**src/rtl/sensor_pkg.sv**
```systemverilog
// Shared constants for the irrigation sensor input conditioning stage.
package sensor_pkg;

  localparam int N_CH              = 6;
  localparam int DEFAULT_DB_CYCLES = 50000;  // 1 ms at 50 MHz

  localparam int CH_L  = 0;
  localparam int CH_M  = 1;
  localparam int CH_H  = 2;
  localparam int CH_T  = 3;
  localparam int CH_UA = 4;
  localparam int CH_US = 5;

endpackage

```
**src/rtl/debounce_channel.sv**
```systemverilog
// One input channel: 2-FF synchroniser, debounce counter and clean level.
module debounce_channel #(
  parameter int   DB_CYCLES = sensor_pkg::DEFAULT_DB_CYCLES,
  parameter int   CNT_W     = $clog2(DB_CYCLES + 1),
  parameter logic RST_BIT   = 1'b0
) (
  input  logic clock,
  input  logic reset,
  input  logic raw_i,
  output logic clean_o,
  output logic flip_o,
  output logic idle_o
);

  logic             s1_q, s1_d;
  logic             s2_q, s2_d;
  logic             clean_q, clean_d;
  logic [CNT_W-1:0] cnt_q, cnt_d;

  // NOTE: every output of this block gets a default before any branch, so no
  // path leaves a signal unassigned and no latch is inferred.
  always_comb begin
    s1_d    = raw_i;
    s2_d    = s1_q;
    clean_d = clean_q;
    cnt_d   = '0;
    flip_o  = 1'b0;
    if (s2_q != clean_q) begin
      if (cnt_q == CNT_W'(DB_CYCLES - 1)) begin
        clean_d = s2_q;
        flip_o  = 1'b1;
      end else begin
        cnt_d = cnt_q + 1'b1;
      end
    end
    // Next-state view lets the top register 'stable' in the settling cycle.
    idle_o = (s2_d == clean_d) && (cnt_d == '0);
  end

  // NOTE: state registers use non-blocking assignments so all flops sample
  // pre-edge values; the async reset also clears any partial count.
  always_ff @(posedge clock or posedge reset) begin
    if (reset) begin
      s1_q    <= RST_BIT;
      s2_q    <= RST_BIT;
      clean_q <= RST_BIT;
      cnt_q   <= '0;
    end else begin
      s1_q    <= s1_d;
      s2_q    <= s2_d;
      clean_q <= clean_d;
      cnt_q   <= cnt_d;
    end
  end

  assign clean_o = clean_q;

endmodule

```
**src/rtl/sensor_debouncer.sv**
```systemverilog
// Debounces the six raw level/temperature/humidity inputs and reports
// change pulses, a saturating change count and an all-stable flag.
module sensor_debouncer #(
  parameter int              N_CH      = sensor_pkg::N_CH,
  parameter int              DB_CYCLES = sensor_pkg::DEFAULT_DB_CYCLES,
  parameter int              CNT_W     = $clog2(DB_CYCLES + 1),
  parameter logic [N_CH-1:0] RST_VAL   = '0
) (
  input  logic            clock,
  input  logic            reset,
  input  logic [N_CH-1:0] raw_in,
  output logic [N_CH-1:0] clean_out,
  output logic            changed,
  output logic            stable,
  output logic [7:0]      change_count
);

  logic [N_CH-1:0] flip;
  logic [N_CH-1:0] idle;

  logic       changed_q, changed_d;
  logic       stable_q, stable_d;
  logic [7:0] count_q, count_d;

  for (genvar i = 0; i < N_CH; i++) begin : g_ch
    debounce_channel #(
      .DB_CYCLES (DB_CYCLES),
      .CNT_W     (CNT_W),
      .RST_BIT   (RST_VAL[i])
    ) u_ch (
      .clock   (clock),
      .reset   (reset),
      .raw_i   (raw_in[i]),
      .clean_o (clean_out[i]),
      .flip_o  (flip[i]),
      .idle_o  (idle[i])
    );
  end

  // Simultaneous flips in several channels count as one change event.
  always_comb begin
    changed_d = |flip;
    stable_d  = &idle;
    count_d   = count_q;
    if (changed_d && (count_q != 8'hFF)) begin
      count_d = count_q + 8'd1;
    end
  end

  always_ff @(posedge clock or posedge reset) begin
    if (reset) begin
      changed_q <= 1'b0;
      stable_q  <= 1'b1;
      count_q   <= 8'd0;
    end else begin
      changed_q <= changed_d;
      stable_q  <= stable_d;
      count_q   <= count_d;
    end
  end

  assign changed      = changed_q;
  assign stable       = stable_q;
  assign change_count = count_q;

endmodule
```
**config.mk**
```make
export PLATFORM = sky130hd
export DESIGN_NAME = sensor_debouncer
export DESIGN_NICKNAME = d
export VERILOG_FILES = /design/src/rtl/sensor_pkg.sv /design/src/rtl/debounce_channel.sv /design/src/rtl/sensor_debouncer.sv
export SDC_FILE = /design/constraint.sdc
export NUM_CORES = 1
export LEC_CHECK = 0
export CORE_MARGIN = 4
export CORE_UTILIZATION = 45
export CTS_BUF_LIST = sky130_fd_sc_hd__clkbuf_16
export CTS_CLUSTER_SIZE = 12
export DETAILED_ROUTE_END_ITERATION = 8
export GPL_TIMING_DRIVEN = 0
export SYNTH_ARGS = -nofsm -noshare
export SYNTH_HDL_FRONTEND = slang
export SYNTH_SLANG_ARGS = --single-unit
```
**constraint.sdc**
```tcl
create_clock -name clock -period 4.8 [get_ports clock]
set_clock_uncertainty 0.1 [all_clocks]
set_input_delay 1.2 -clock clock [delete_from_list [all_inputs] [get_ports clock]]
set_output_delay 1.2 -clock clock [all_outputs]
set_load 0.05 [all_outputs]
```
==> summary.txt, run 1 <==
GRT
  • First-pass GRT wire length: 26800 um
  • Total grt overflow: 0
  • Initial antenna violation count: 0
  • Vias in the first global route: 5310
  • Largest net degree at the start of global routing: 101
  • Gr usage total: 19.1%

Logic synthesis
  • Synth area leaders: dfrtp_1 (45%), xnor2_1 (6.8%), xor2_1 (6.4%)
  • Synth Cell Area: 6860 um^2
  • Synth top area share: 44.9%
  • Post-synth ARST share: 100%
  • Number of synthesized flops with an enable pin: 0
  • Yosys reg bits: 124
  • Post-synth top flop: dfrtp_1
  • Mapped Cells: 718
  • Synthesis Warnings: 0
  • Largest area contributor in the netlist: dfrtp_1
  • Most instantiated library cell after synthesis: dfrtp_1
  • Syn_nets: 733
  • Commonest cells post-synth: dfrtp_1 (123), nor2_1 (98), xnor2_1 (53), xor2_1 (50), nand4_1 (43)
  • Register area share after synthesis: 45.2%
  • Yosys cell types: 64
  • Avg Synthesized Cell Area: 9.56 um^2

Drt
  • Vias per cell: 5.80
  • Final ANT Viol Nets: 0
  • Final wirelength: 16000 um
  • Via count: 5553
  • Post-route DRC: 0
  • Wirelength per Cell: 16.7 um
  • Initial DRT Pass Iterations: 5
  • Starting DRC count in detailed routing: 339

Cells and area
  • Final net count: 776
  • Filler cell count: 1351
  • Syn-to-layout area delta: 15.9%
  • Multi-input logic area: 3480 um^2
  • Diodes inserted: 0
  • Storage element area: 3100 um^2
  • Layout cells sized above 1: 9.82%
  • Final std cells w/o fill: 958

Worst setup path
  • Reg-to-reg slack, setup: 1.63 ns
  • Required @ worst endpoint: 5.01 ns
  • WP data arrival: 3.38 ns
  • Crit path cell chain: clkbuf_1 -> nor4b_1 -> a41o_1 -> clkbuf_1 -> o22ai_1 -> nor4_1 -> nand3_1 -> nor4_2
  • FF-to-FF End: stable$_DFF_PP1_
  • CP dominant cell by count: clkbuf_1
  • Critical-path maximum fanout: 10
  • Worst Setup SP: g_ch[5].u_ch.cnt_q[11]$_DFF_PP0_
  • Worst path depth: 8
  • Crit-path max cell delay: 0.50 ns
  • Setup crit start kind: flip-flop
  • FF-to-FF path depth: 8
  • Largest delay share family, worst path: simple AND/OR/NAND/NOR gates
  • Crit end category: flip-flop
  • Kind of critical path: reg -> reg
  • Worst r2r src: g_ch[5].u_ch.cnt_q[11]$_DFF_PP0_
  • CP max-delay cell: nor4b_1
  • CP bufs+invs: 2

Die
  • Ports: 24
  • Core ar.: 14800 um^2
  • Starting Density: 46.5%
  • Row cnt: 44
  • Die width: 131 um
  • Die Span Y: 131 um
  • Die area: 17300 um^2

STA
  • RSZ-0062 raised after global routing: false
  • Max Slew Vio Count: 0
  • Slew HR: 57.7%
  • Least-Margin Pin Slew: 0.629 ns
  • Fmax achieved: 315 MHz
  • Slack of the critical path: 1.63 ns
  • Final Hold Fails: 0
  • Post-layout min period: 3.17 ns
  • Final Cycle Share: 66.1%
  • Setup violators final: 0

Clock network
  • Clock-pin slew on the worst setup and hold paths: 0.06 ns
  • Clock tree buffer depth: 2
  • Setup bufs post-CTS: 0
  • Total CTS buffers: 17
  • Clock sinks: 124
  • # hold bufs at CTS: 0
  • TritonCTS clock tree: built
  • Post-cts sizing count: 0
  • CTS root buffer: clkbuf_16
  • H-tree levels: 4
  • Worst-skew pair later-pin latency: 0.43 ns

Placement
  • GP Congestion: 0.843
  • Place WS: 1.72 ns
  • DP Cell Count: 926
  • Placed wire-length estimate: 11500 um
  • Count of input and output buffers: 23

Power
  • Worst vdd ir: 299 uV
  • Power density cells: 315 nW/um^2
  • Leak: 3.30 nW
  • Pwr Total: 0.00250 W

Hold path
  • Hold Crit Start: g_ch[1].u_ch.s1_q$_DFF_PP0_
  • Hold EP: g_ch[1].u_ch.s2_q$_DFF_PP0_
  • Min-Delay Path Class: reg -> reg
  • Hold-critical path depth: 0

Outcome
  • Status: finished, final reports clean

Run
  • Max_cap viols: 0
[metal layers]
| layer | share of wire [%] | track usage (%) | vias to the layer above | wire [um] |
|---|---|---|---|---|
| met5 | 0 | 0 | - | 0 |
| met4 | 1.0 | 5.13 | 0 | 165 |
| met3 | 3.9 | 5.89 | 11 | 622 |
| met2 | 47 | 29.7 | 104 | 7590 |
| met1 | 48 | 25.9 | 2769 | 7640 |
| li1 | - | - | 2669 | - |
[cell usage in the layout (no fill, tap or decap), drive strengths merged, types with 7 or more instances in the layout]
cell and n:
nor2 98, xor2 50, or3 10, nor4bb 9
inv 17, dfrtp 123, ha 7, a21oi 19
xnor2 53, clkbuf 44, nand4 43, nand2 38
buf 22, nand3 41, nor4 26, and3 16
and4 10, nor3 15, clkdlybuf4s50 23, o21ai 10
[through the flow]
stage	area, um^2	TNS, ns	hold slack (ns)	utilization, %
global route	7950	0	0.306	53.9
global placement	7320	-198.61	0.282	49.6
detailed placement	7350	0	0.290	49.8
CTS	7950	0	0.303	53.9
finish	7950	0	0.296	53.9
floorplan	6860	0	0.272	-
[area by class of cell]
type | instances | share of cell area (%)
Inverter | 13 | 0.677
Timing Repair Buffer | 24 | 3.24
Multi-Input combinational cell | 533 | 43.8
Sequential cell | 124 | 39.0
Buffer | 48 | 2.83
Tap cell | 184 | 2.90
Clock buffer | 17 | 5.35
Clock inverter | 15 | 2.16
[state kept, by name (all words and copies together), names as in the netlist]
name,flops
g_ch.u_ch.clean_o,6
stable,1
g_ch.u_ch.s2_q,6
g_ch.u_ch.cnt_q,96
g_ch.u_ch.s1_q,6
change_count,8
changed,1
[power by group]
group	internal (W)	total [W]	leakage [nW]	switching, W
clock network	0.000815	0.00130	0.293	0.000488
registers	0.00106	0.00108	1.69	0.0000188
logic	0.0000403	0.000119	1.32	0.0000791
[cells by family (layout without fill, tap and decap cells)]
kind of cell | count (synthesis) | after routing | share of synthesized area (%)
compound gates | 74 | 74 | 7.37
mux | 6 | 6 | 0.966
simple gates | 343 | 343 | 28.0
buf+inv | 61 | 117 | 3.99
fa+ha+maj | 7 | 7 | 1.28
xor+xnor | 103 | 103 | 13.1
flops | 124 | 124 | 45.2
[worst max path at each step]
stage	endpoint	slack, ns
after detailed placement	stable$_DFF_PP1_	1.72
after floorplan	change_count[0]$_DFFE_PP0P_	0.20
after global routing	stable$_DFF_PP1_	1.45
after CTS	clean_out[0]	1.65
final	stable$_DFF_PP1_	1.63
after global placement	g_ch[2].u_ch.cnt_q[7]$_DFF_PP0_	-1.62
Power figures use the tool's default switching activity.
==> run 2: changes to the inputs <==
Clock period 4.8 ns to 2.65 ns, I/O delays scaled along.
==> run 2 against run 1 <==
Against the previous run:
- the flow now finishes with violations (setup timing)
- clock-buffer cell count unchanged
- register-to-register slack got worse by 1.8 ns
- cell area increased by 7.7%
- sequential share of layout area decreased by 2.6 points
- routed wire length increased by 6.0%
- cell count increased by 2.8%
- non-clock buffer count increased by 26
- sequential power increased by 81%
- first-iteration DRC count decreased by 1.8%
- maximum frequency increased by 11%
- die area unchanged
- critical path depth unchanged
- largest power group unchanged
==> summary.txt, run 2 (same netlist as run 1, synthesis figures left out) <==
Outcome
  • Status: finished, violations left
  • Failing checks: setup timing

Worst setup path
  • Crit end category: flip-flop
  • Crit path cell chain: buf_4 -> nor4b_4 -> nand4_1 -> mux2_4 -> xor2_1 -> or4_4 -> or4_4 -> nor4_4
  • Required @ worst endpoint: 2.86 ns (-2.15 ns)
  • CP max-delay cell: or4_4
  • FF-to-FF path depth: 8 (unchanged)
  • Crit-path max cell delay: 0.44 ns (-0.06 ns)
  • Kind of critical path: reg -> reg
  • Critical-path maximum fanout: 9 (-1)
  • CP dominant cell by count: or4_4
  • Setup crit start kind: flip-flop
  • CP bufs+invs: 1 (-1)
  • Worst path depth: 8 (unchanged)
  • Largest delay share family, worst path: simple AND/OR/NAND/NOR gates
  • WP data arrival: 3.09 ns (-0.29 ns)

GRT
  • Vias in the first global route: 5611 (+5.7%)
  • Initial antenna violation count: 0 (unchanged)
  • Total grt overflow: 0 (unchanged)
  • Gr usage total: 19.8% (+0.69 points)
  • Largest net degree at the start of global routing: 38 (-62%)
  • First-pass GRT wire length: 28200 um (+5.1%)

Cells and area
  • Diodes inserted: 0 (unchanged)
  • Filler cell count: 1283 (-5.0%)
  • Layout cells sized above 1: 18.4% (+8.5 points)
  • Multi-input logic area: 3760 um^2 (+7.9%)
  • Final net count: 803 (+3.5%)
  • Largest reg by FF count: g_ch.u_ch.cnt_q
  • Syn-to-layout area delta: 24.8%
  • Most common cell after layout, fill and taps aside: dfrtp_1
  • Most frequent cells in the layout: dfrtp_1 (113), nor2_1 (98), xnor2_1 (53)
  • Storage element area: 3120 um^2 (+0.40%)
  • Flip-flop count of the largest register after layout: 96 (unchanged)

Run
  • Max_cap viols: 0 (unchanged)

Die
  • Core ar.: 14800 um^2 (unchanged)
  • Starting Density: 46.5% (unchanged)
  • Ports: 24 (unchanged)
  • Row cnt: 44 (unchanged)
  • Die width: 131 um (unchanged)
  • Die Span Y: 131 um (unchanged)
  • Die area: 17300 um^2 (unchanged)

Drt
  • Final ANT Viol Nets: 0 (unchanged)
  • Post-route DRC: 0 (unchanged)
  • Final wirelength: 17000 um (+6.0%)
  • Via count: 5676 (+2.2%)
  • Initial DRT Pass Iterations: 5 (unchanged)
  • Wirelength per Cell: 17.2 um (+3.0%)
  • Vias per cell: 5.76 (-0.59%)
  • Starting DRC count in detailed routing: 333 (-1.8%)

STA
  • Final Hold Fails: 0 (unchanged)
  • Setup violators final: 6 (+6)
  • RSZ-0062 raised after global routing: true
  • Slack of the critical path: -0.223 ns (-1.85 ns)
  • Slew HR: 57.7% (about the same)
  • Fmax achieved: 348 MHz (+11%)
  • Max Slew Vio Count: 0 (unchanged)
  • Setup TNS Final: -0.310 ns (-0.310 ns)
  • Post-layout min period: 2.87 ns (-0.302 ns)
  • Final Cycle Share: 108% (+42 points)
  • Least-Margin Pin Slew: 0.633 ns (+0.00389 ns)

Power
  • Power density cells: 555 nW/um^2 (+76%)
  • Worst vdd ir: 534 uV (+79%)
  • Leak: 3.52 nW (+6.8%)

Clock network
  • Clock-pin slew on the worst setup and hold paths: 0.06 ns (about the same)
  • Worst-skew pair later-pin latency: 0.41 ns (-0.02 ns)
  • Clock sinks: 124 (unchanged)
  • TritonCTS clock tree: built
  • Clock tree buffer depth: 2 (unchanged)
  • H-tree levels: 4 (unchanged)
  • Total CTS buffers: 17 (unchanged)
  • CTS root buffer: clkbuf_16

Placement
  • Place WS: -0.396 ns (-2.11 ns)
  • GP Congestion: 0.834 (-1.0%)
  • Count of input and output buffers: 23 (unchanged)
  • Placed wire-length estimate: 11800 um (+3.1%)

Hold path
  • Min-Delay Path Class: reg -> reg
  • Hold-critical path depth: 0 (unchanged)
## run 2: through the flow
step,utilization (%),hold WS [ns],area [um^2],power (W),std cells
3_5_place_dp,50.1,0.285,7390,0.00222,928
6_report,58.0,0.295,8560,0.00475,985
5_1_grt,58.0,0.307,8560,0.00492,985
3_3_place_gp,49.7,0.286,7330,0.00220,925
4_1_cts,56.1,0.298,8270,0.00478,971
2_1_floorplan,-,0.272,6870,0.00213,718
## run 2: area by class of cell
cell class,instances,share of cell area [%]
buffer,41,2.65
clock buffer,17,4.97
clock inverter,15,2.57
inverter,13,0.614
multi-input combinational,534,43.9
sequential,124,36.4
tap,184,2.69
timing repair buffer,57,6.20
## run 2: worst paths after layout
check | startpoint | endpoint | slack, ns
worst max-delay path | g_ch[2].u_ch.cnt_q[5]$_DFF_PP0_ | stable$_DFF_PP1_ | -0.22
worst min-delay path | g_ch[5].u_ch.s1_q$_DFF_PP0_ | g_ch[5].u_ch.s2_q$_DFF_PP0_ | 0.30
worst max register to register | g_ch[2].u_ch.cnt_q[5]$_DFF_PP0_ | stable$_DFF_PP1_ | -0.22
worst min register to register | g_ch[5].u_ch.s1_q$_DFF_PP0_ | g_ch[5].u_ch.s2_q$_DFF_PP0_ | 0.30
max in group asynchronous | reset | g_ch[4].u_ch.cnt_q[0]$_DFF_PP0_ | 1.05
min in group asynchronous | reset | g_ch[5].u_ch.cnt_q[10]$_DFF_PP0_ | 0.58
## run 2: layer usage
metal	vias to the layer above	part of all wire [%]	GRT usage, %	wire (um)
met5	-	0	0	0
met4	0	1.1	5.08	193
met3	25	3.6	4.28	611
met2	116	50	32.6	8430
met1	2806	46	26.6	7730
li1	2729	-	-	-
## run 2: where the power goes
| part | switching (W) | internal, W |
|---|---|---|
| clock | 0.000864 | 0.00167 |
| sequential | 0.0000372 | 0.00193 |
| combinational | 0.000157 | 0.0000972 |
| total | 0.00106 | 0.00369 |
## run 2: what timing repair did
item / CTS / global route
hold buffers: 0 / 0
resized for setup: 31 / 37
buffers inserted: 15 / 16
pin swaps: 14 / 15
endpoints found under the setup margin: 9 / 9
hold endpoints to repair: 0 / 0
gates cloned: 0 / 1
## run 2: worst register-to-register path: stages, from the launching register on
cell	delay [ns]
dfrtp_1	0.36
buf_4	0.17
nor4b_4	0.28
nand4_1	0.21
mux2_4	0.36
xor2_1	0.14
or4_4	0.43
or4_4	0.44
nor4_4	0.28
==> run 3: changes to the inputs <==
Settings changed: CELL_PAD_IN_SITES_DETAIL_PLACEMENT set to 1, CELL_PAD_IN_SITES_GLOBAL_PLACEMENT set to 1, CORE_UTILIZATION 45 to 44, PLACE_DENSITY_LB_ADDON set to 0.1.
==> run 3 against run 2 <==
Against the previous run:
- the flow still finishes with violations (setup timing)
- non-clock buffer count shrank 10
- routed wire length grew 13%
- maximum frequency shrank 0.53%
- sequential share of layout area grew 0.38 points
- critical path type unchanged
- critical endpoint unchanged
- largest power group unchanged
- highest routed layer unchanged
==> summary.txt, run 3 (same netlist as run 1, synthesis figures left out) <==
Outcome
  • Status: finished, violations left
  • Failing checks: setup timing

Clock network
  • CTS root buffer: clkbuf_16
  • Clock sinks: 124 (unchanged)
  • Total CTS buffers: 17 (unchanged)
  • TritonCTS clock tree: built
  • Clock tree buffer depth: 2 (unchanged)
  • Worst-skew pair later-pin latency: 0.42 ns (about the same)
  • Clock-pin slew on the worst setup and hold paths: 0.06 ns (about the same)
  • H-tree levels: 4 (unchanged)

Power
  • Leak: 3.51 nW (-0.39%)
  • Worst vdd ir: 496 uV (-7.1%)
  • Power density cells: 548 nW/um^2 (-1.1%)
  • Pwr Total: 0.00464 W (-2.3%)

Die
  • Core ar.: 15300 um^2 (+3.4%)
  • Starting Density: 45.0% (-1.5 points)
  • Row cnt: 45 (+2.3%)
  • Die Span Y: 133 um (+1.1%)
  • Die area: 17700 um^2 (+2.1%)
  • Die width: 133 um (+1.1%)
  • Ports: 24 (unchanged)

GRT
  • First-pass GRT wire length: 31800 um (+13%)
  • GRT Max-Usage Layer: met2
  • Gr usage total: 22.4% (+2.6 points)
  • Vias in the first global route: 6078 (+8.3%)
  • Met2 GRT Util: 37.9% (+5.3 points)
  • M3 GR Usage: 4.87% (+0.59 points)
  • Initial antenna violation count: 0 (unchanged)
  • Largest net degree at the start of global routing: 41 (+7.9%)
  • Total grt overflow: 0 (unchanged)
  • Met1 Use GR: 28.1% (+1.6 points)

Placement
  • GP Congestion: 0.828 (-0.66%)
  • Placed wire-length estimate: 13200 um (+11%)
  • Count of input and output buffers: 23 (unchanged)
  • DP Cell Count: 955 (+2.9%)
  • Area post-placement: 7430 um^2 (+0.46%)

Worst setup path
  • WP data arrival: 3.11 ns (+0.02 ns)
  • Crit path cell chain: ha_4 -> and3_4 -> buf_6 -> nand4_1 -> mux2_4 -> xor2_1 -> or4_4 -> or4_4 -> nor4_4
  • CP max-delay cell: or4_4
  • Crit-path max cell delay: 0.46 ns (+0.02 ns)
  • CP Capture Point: stable$_DFF_PP1_
  • Setup crit start kind: flip-flop
  • Reg-to-reg slack, setup: -0.24 ns (-0.02 ns)
  • Required @ worst endpoint: 2.88 ns (+0.02 ns)
  • FF-to-FF End: stable$_DFF_PP1_
  • CP dominant cell by count: or4_4
  • Critical-path maximum fanout: 8 (-1)
  • Worst Setup SP: g_ch[2].u_ch.cnt_q[1]$_DFF_PP0_
  • Worst r2r src: g_ch[2].u_ch.cnt_q[1]$_DFF_PP0_
  • Crit end category: flip-flop
  • Kind of critical path: reg -> reg
  • FF-to-FF path depth: 9 (+1)

STA
  • Setup violators final: 6 (unchanged)
  • Final Cycle Share: 109% (+0.58 points)
  • Slack of the critical path: -0.238 ns (-0.0154 ns)
  • Slew HR: 53.5% (-4.2 points)
  • Max Slew Vio Count: 0 (unchanged)
  • Fmax achieved: 346 MHz (-0.53%)
  • Setup TNS Final: -0.639 ns (-0.329 ns)
  • RSZ-0062 raised after global routing: true
  • Post-layout min period: 2.89 ns (+0.0154 ns)
  • Final Hold Fails: 0 (unchanged)
  • Least-Margin Pin Slew: 0.695 ns (+0.0627 ns)

Cells and area
  • Most frequent cells in the layout: dfrtp_1 (117), nor2_1 (98), xnor2_1 (52)
  • Syn-to-layout area delta: 23.3%
  • Layout cells sized above 1: 16.8% (-1.5 points)
  • Diodes inserted: 0 (unchanged)
  • Most common cell after layout, fill and taps aside: dfrtp_1
  • Final net count: 792 (-1.4%)
  • Post-route cell area: 8460 um^2 (-1.2%)
  • Flip-flop count of the largest register after layout: 96 (unchanged)
  • Largest reg by FF count: g_ch.u_ch.cnt_q
  • Final std cells w/o fill: 1001 (+1.6%)
  • Post-layout util: 55.4% (-2.6 points)

Hold path
  • Min-Delay Path Class: reg -> reg

Run
  • Max_cap viols: 0 (unchanged)

Drt
  • Final wirelength: 19100 um (+13%)
  • Wirelength per Cell: 19.1 um (+11%)
  • Via count: 5692 (+0.28%)
  • Final ANT Viol Nets: 0 (unchanged)
  • Starting DRC count in detailed routing: 273 (-18%)
  • Post-route DRC: 0 (unchanged)
  • Vias per cell: 5.69 (-1.3%)
  • Initial DRT Pass Iterations: 4 (-1)
run 3: worst min path at each step:
stage,slack [ns],from,cells after the start,to
global route,0.31,g_ch[2].u_ch.s1_q$_DFF_PP0_,0,g_ch[2].u_ch.s2_q$_DFF_PP0_
detailed placement,0.29,g_ch[1].u_ch.s1_q$_DFF_PP0_,0,g_ch[1].u_ch.s2_q$_DFF_PP0_
floorplan,0.27,g_ch[1].u_ch.s1_q$_DFF_PP0_,0,g_ch[1].u_ch.s2_q$_DFF_PP0_
finish,0.30,g_ch[1].u_ch.s1_q$_DFF_PP0_,0,g_ch[1].u_ch.s2_q$_DFF_PP0_
CTS,0.30,g_ch[2].u_ch.s1_q$_DFF_PP0_,0,g_ch[2].u_ch.s2_q$_DFF_PP0_
global placement,0.28,g_ch[1].u_ch.s1_q$_DFF_PP0_,0,g_ch[1].u_ch.s2_q$_DFF_PP0_
run 3: timing repair:
action	in CTS	in global routing
resized for setup	27	35
endpoints found under the setup margin	24	29
cloned	0	0
hold buffers	0	0
pin swaps	11	15
setup buffers	9	11
run 3: cell type report:
type / count / area, um^2
timing repair buffer: 45 / 439
buffer: 43 / 225
tap: 211 / 264
inverter: 13 / 52.6
multi-input combinational: 533 / 3760
sequential: 124 / 3110
clock inverter: 15 / 181
fill: 1721 / 6800
clock buffer: 17 / 425
run 3: metrics by stage:
stage                     setup slack, ns  hold WS (ns)
after floorplan                    0.0265         0.272
after global placement             -0.855         0.281
after detailed placement           -0.836         0.289
after CTS                          -0.391         0.302
after global routing               -0.356         0.308
final                              -0.238         0.297
run 3: report_power, final:
part           switching (W)  total, W  leakage [nW]  internal (W)
clock               0.000864   0.00242         0.294       0.00155
sequential         0.0000360   0.00196          1.68       0.00193
combinational       0.000164  0.000260          1.54     0.0000964
run 3: worst max-delay path, delay by kind of cell, from the launching register on:
kind	cells	cell delay (ns)
multiplexers	1	0.37
adder cells (fa/ha/maj)	1	0.16
XOR/XNOR	1	0.14
flip-flops	1	0.40
buffers and inverters	1	0.13
AND/OR/NAND/NOR	5	1.50
run 3: per-layer routing:
metal,vias to the layer above,part of all wire (%)
met4,0,2.5
met1,2869,44
met5,-,0
met2,87,50
met3,32,3.5
li1,2704,-
